===== src/rtl/seg7_cnt_display.sv =====
// Two-digit multiplexed 7-segment driver for a 6-bit count (0..63).
// Latency: 9 cycles from a cnt change to the new digit on seg (detect, 6 shifts, load, output register).
// No backpressure: cnt changes seen while busy are picked up once the current conversion finishes.
//
// Ports:
//   clk      system clock, all state on rising edge
//   rst      asynchronous active-high reset
//   cnt      binary value to display (0..63)
//   disp_en  1 = drive digits, 0 = all anodes off (timing keeps running)
//   seg      cathodes {g,f,e,d,c,b,a}, active-low, registered
//   dp       decimal point, active-low, registered, always off
//   an       anodes, active-low, registered, an[0] = rightmost digit
//   busy     high while a binary-to-BCD conversion is running
module seg7_cnt_display #(
    parameter int REFRESH_DIV = 100000
) (
    input  logic       clk,
    input  logic       rst,
    input  logic [5:0] cnt,
    input  logic       disp_en,
    output logic [6:0] seg,
    output logic       dp,
    output logic [3:0] an,
    output logic       busy
);

    localparam int PW = (REFRESH_DIV > 1) ? $clog2(REFRESH_DIV) : 1;
    localparam logic [PW-1:0] PRESC_TC = PW'(REFRESH_DIV - 1);

    typedef enum logic [1:0] {
        IDLE  = 2'd0,
        SHIFT = 2'd1,
        DONE  = 2'd2
    } state_t;

    state_t        state;
    state_t        state_nxt;

    logic [5:0]    last_cnt;
    logic [5:0]    cap;       // value under conversion, kept intact for last_cnt
    logic [5:0]    bin;       // binary half of the double-dabble shift register
    logic [3:0]    bcd_t;
    logic [3:0]    bcd_o;
    logic [3:0]    adj_t;
    logic [3:0]    adj_o;
    logic [2:0]    iter;
    logic [3:0]    tens;
    logic [3:0]    ones;

    logic [PW-1:0] presc;
    logic [1:0]    slot;

    logic [3:0]    an_d;
    logic [6:0]    seg_d;

    function automatic logic [6:0] encode(input logic [3:0] d);
        logic [6:0] s;
        s = 7'b1111111;
        case (d)
            4'd0: s = 7'b1000000;
            4'd1: s = 7'b1111001;
            4'd2: s = 7'b0100100;
            4'd3: s = 7'b0110000;
            4'd4: s = 7'b0011001;
            4'd5: s = 7'b0010010;
            4'd6: s = 7'b0000010;
            4'd7: s = 7'b1111000;
            4'd8: s = 7'b0000000;
            4'd9: s = 7'b0010000;
            default: s = 7'b1111111;
        endcase
        return s;
    endfunction

    // ---------------- conversion FSM ----------------
    always_ff @(posedge clk or posedge rst) begin
        if (rst) begin
            state <= IDLE;
        end else begin
            state <= state_nxt;
        end
    end

    always_comb begin
        state_nxt = state;
        case (state)
            IDLE:    if (cnt != last_cnt) state_nxt = SHIFT;
            SHIFT:   if (iter == 3'd5) state_nxt = DONE;
            DONE:    state_nxt = IDLE;
            default: state_nxt = IDLE;
        endcase
    end

    assign busy = (state != IDLE);

    // Double-dabble correction: a nibble >= 5 would overflow past 9 when doubled.
    always_comb begin
        adj_t = (bcd_t >= 4'd5) ? bcd_t + 4'd3 : bcd_t;
        adj_o = (bcd_o >= 4'd5) ? bcd_o + 4'd3 : bcd_o;
    end

    always_ff @(posedge clk or posedge rst) begin
        if (rst) begin
            last_cnt <= 6'd0;
            cap      <= 6'd0;
            bin      <= 6'd0;
            bcd_t    <= 4'd0;
            bcd_o    <= 4'd0;
            iter     <= 3'd0;
            tens     <= 4'd0;
            ones     <= 4'd0;
        end else begin
            case (state)
                IDLE: begin
                    if (cnt != last_cnt) begin
                        cap   <= cnt;
                        bin   <= cnt;
                        bcd_t <= 4'd0;
                        bcd_o <= 4'd0;
                        iter  <= 3'd0;
                    end
                end
                SHIFT: begin
                    {bcd_t, bcd_o, bin} <= {adj_t, adj_o, bin} << 1;
                    iter                <= iter + 3'd1;
                end
                DONE: begin
                    tens     <= bcd_t;
                    ones     <= bcd_o;
                    last_cnt <= cap;
                end
                default: ;
            endcase
        end
    end

    // ---------------- refresh timing ----------------
    always_ff @(posedge clk or posedge rst) begin
        if (rst) begin
            presc <= '0;
            slot  <= 2'd0;
        end else if (presc == PRESC_TC) begin
            presc <= '0;
            slot  <= slot + 2'd1;
        end else begin
            presc <= presc + 1'b1;
        end
    end

    // Slots 2 and 3 stay dark so each digit always gets a 1/4 duty cycle.
    always_comb begin
        an_d  = 4'b1111;
        seg_d = 7'b1111111;
        if (disp_en) begin
            case (slot)
                2'd0: begin
                    an_d  = 4'b1110;
                    seg_d = encode(ones);
                end
                2'd1: begin
                    if (tens != 4'd0) begin
                        an_d  = 4'b1101;
                        seg_d = encode(tens);
                    end
                end
                default: ;
            endcase
        end
    end

    always_ff @(posedge clk or posedge rst) begin
        if (rst) begin
            an  <= 4'b1111;
            seg <= 7'b1111111;
            dp  <= 1'b1;
        end else begin
            an  <= an_d;
            seg <= seg_d;
            dp  <= 1'b1;
        end
    end

endmodule


===== config.mk =====
export PLATFORM = sky130hd
export DESIGN_NAME = seg7_cnt_display
export DESIGN_NICKNAME = d
export VERILOG_FILES = /design/src/rtl/seg7_cnt_display.sv
export SDC_FILE = /design/constraint.sdc
export NUM_CORES = 1
export LEC_CHECK = 0
export CAP_MARGIN = 20
export CORE_MARGIN = 3
export CORE_UTILIZATION = 28
export CTS_CLUSTER_SIZE = 14
export DETAILED_ROUTE_END_ITERATION = 8
export PLACE_DENSITY = 0.46
export SYNTH_ARGS = -nofsm -noshare
export SYNTH_HDL_FRONTEND = slang
export SYNTH_SLANG_ARGS = --single-unit

===== constraint.sdc =====
create_clock -name clk -period 2.03 [get_ports clk]
set_input_delay 0.406 -clock clk [delete_from_list [all_inputs] [get_ports clk]]
set_output_delay 0.406 -clock clk [all_outputs]
set_load 0.03 [all_outputs]

==> results by group <==
Outcome
  – Status: finished clean

Detailed routing
  – Post-DR vias/cell: 4.47
  – Drt drc: 0
  – Post-Route WL: 7090 µm
  – Pre-Repair DR Iteration Count: 6
  – Drt first-iter violations: 127
  – DR WL/cell: 12.6 µm
  – Routed via count: 2,522
  – Post-route ant nets: 0

Setup path
  – Crit-path max cell delay: 0.59 ns
  – Crit path max fanout: 2
  – Critical path's slowest cell: clkdlybuf4s50_1
  – CP Capture Type: primary output
  – CP required: 1.62 ns
  – Worst Path Arrival: 1.53 ns
  – Critical Path, Cell by Cell: nor2_1 > inv_1 > clkdlybuf4s50_1
  – Crit path launch type: flop
  – Critical path type: flop to primary output

Power
  – Pwr Total: 0.00566 W
  – Worst VDD drop: 0.000457 V
  – Pleak: 1.84 nW
  – Pwr dens: 1330 mW/mm²

Floorplanning
  – Cell row count: 40
  – Initial Util: 0.290
  – Die Width: 118 µm
  – Core area: 0.0121 mm²
  – I/O Pins: 22
  – Die area: 0.0139 mm²
  – Die height: 118 µm

STA
  – # setup viols final: 0
  – Hold_ws: 0.448 ns
  – Tcrit/Tclk final: 0.953
  – Tmin final: 1.94 ns
  – RSZ-0062 raised after global routing: no
  – Worst-Margin Slew: 0.520 ns
  – Worst-case clock skew: 0.00850 ns
  – Max Fclk: 0.517 GHz
  – Final max-slew violation count: 0
  – Slew margin rel.: 0.653
  – Endpoints failing hold: 0

Global route
  – Grt total ovfl: 0
  – Number of global-route vias before repair: 2,533
  – Largest net degree at the start of global routing: 25
  – First-pass GRT wire length: 12,400 µm
  – Overall Global Routing Usage: 0.109
  – Initial antenna violation count: 0

Synth
  – Commonest cells post-synth: dfrtp_1, nand2_1, inv_1, o21ai_0, ha_1
  – Asr flop ratio synth: 1.00
  – Yosys warns: 0
  – Top-count cell post-synth: dfrtp_1
  – Avg Inst Size Synth: 9.83 µm²
  – Synth Register Bits: 67
  – Top cell type by total area after synthesis: dfrtp_1
  – Netlist cell types: 51
  – Seq/Total Area, Yosys: 0.481
  – Synthesized area: 0.00351 mm²
  – Main flop type after synthesis: dfrtp_1
  – Post-Syn Instances: 357
  – Synth top area share: 0.414
  – EDFF count, synth: 0
  – Ranking of synthesized cells by area: dfrtp_1, ha_1, dfstp_2

Worst hold path
  – Min-delay worst type: input pin to asynchronous set/reset pin

Placement
  – Post-placement cell count: 548
  – Post-DP HPWL: 5090 µm
  – GPL Wtd Cong: 0.805
  – I/O Buffers: 18
  – Dpl cell area: 0.00398 mm²

Finish
  – Utilization after layout: 0.351
  – Share of cells above drive strength 1: 0.129
  – Area grow syn2layout: 21.1%
  – ANT cells: 0
  – Fin area: 0.00425 mm²
  – Final #Nets: 421
  – Non-filler cells, final: 564

Clock network
  – CTS max path bufs: 2
  – Clock sink count: 67
  – Htree depth: 3
  – Clock Latency Late Sink: 0.33 ns
  – CTS buffer count: 9
  – Postcts setup bufs: 0
  – Post-CTS sizing: 0
  – # hold bufs at CTS: 0
  – CTS root buffer: clkbuf_16
  – Reg clk slew, reported paths: 0.06 ns
  – CTS tree: yes

Job
  – Max cap viols: 0
## power by group
group          switching, W  leakage [nW]  internal (W)
clock network      0.000545         0.130      0.000856
registers          0.000374         0.841       0.00179
logic               0.00113         0.865      0.000965
total               0.00205          1.84       0.00362
## metal layers
| metal | GRT usage | part of all wire | wire length [µm] | vias up |
|---|---|---|---|---|
| li1 | - | - | - | 1296 |
| met1 | 0.144 | 0.50 | 3520 | 1180 |
| met2 | 0.167 | 0.45 | 3220 | 35 |
| met3 | 0.0288 | 0.036 | 253 | 11 |
| met4 | 0.0447 | 0.015 | 103 | 0 |
| met5 | 0 | 0 | 0 | - |
## path summary, 6_finish.rpt
kind                            slack, ns  startpoint  cells after the start          end
worst max-delay path                 0.09    state[1]                      3         busy
worst min-delay path                 0.45         rst                      2    presc[15]
worst max register to register       0.17   presc[13]                      4      slot[1]
worst min register to register       0.47      cap[5]                      2  last_cnt[5]
max in group asynchronous            1.05         rst                      3       seg[5]
min in group clk                     0.47      cap[5]                      2  last_cnt[5]
## cell families (layout without fill, tap and decap cells)
kind of cell | after synthesis | count (layout) | synth area share
flip-flops | 67 | 67 | 0.481
buffers and inverters | 41 | 78 | 0.0492
multiplexers | 10 | 10 | 0.0303
AO/OA/AOI/OAI | 67 | 67 | 0.124
AND/OR/NAND/NOR | 125 | 125 | 0.177
adder cells (fa/ha/maj) | 21 | 21 | 0.0749
XOR/XNOR | 25 | 25 | 0.0624
other | 1 | 3 | 0.00107
## state kept, by name, indices dropped and copies added, names as in the netlist, 3 cells and up
signal and cells:
ones 4, bcd_o 4, cap 6, seg 7
bin 6, presc 17, bcd_t 4, last_cnt 6
iter 3, tens 4
## area by class of cell
cell class	count	area, µm²
clock inverter	3	17.5
inverter	26	101
tap	168	210
fill	1253	7860
sequential	67	1690
multi-input combinational	251	1660
clock buffer	13	250
timing repair buffer	36	328
## critical path, delay by kind of cell, from the launching register on
kind / cells / cell delay, ns
buffers and inverters: 2 / 0.65
flip-flops: 1 / 0.37
AND/OR/NAND/NOR: 1 / 0.18
## cells in the final DEF, fill, tap and decap left out, drive strengths merged, types with 3 or more instances in the layout
master	netlist	final
nand2	47	47
xnor2	19	19
xor2	6	6
o21ai	27	27
dfrtp	58	58
a22o	3	3
and3	4	4
nor3	8	8
mux2	5	5
clkbuf	11	13
conb	1	3
nor2	18	18
nand2b	6	6
inv	26	25
ha	21	21
o211ai	4	4
nand3	14	14
buf	4	18
clkdlybuf4s50	0	18
nor2b	5	5
a222oi	3	3
dfstp	9	9
mux2i	5	5
nand4	7	7
and2	4	4
a21oi	10	10
o22ai	3	3
## per-stage QoR
step	setup TNS [ns]	worst slack (ns)
global placement	-0.356	-0.0859
CTS	0	0.0379
global route	0	0.00573
floorplan	0	0.259
finish	0	0.0945
detailed placement	-0.577	-0.100
(Power assumes the default switching activity.)
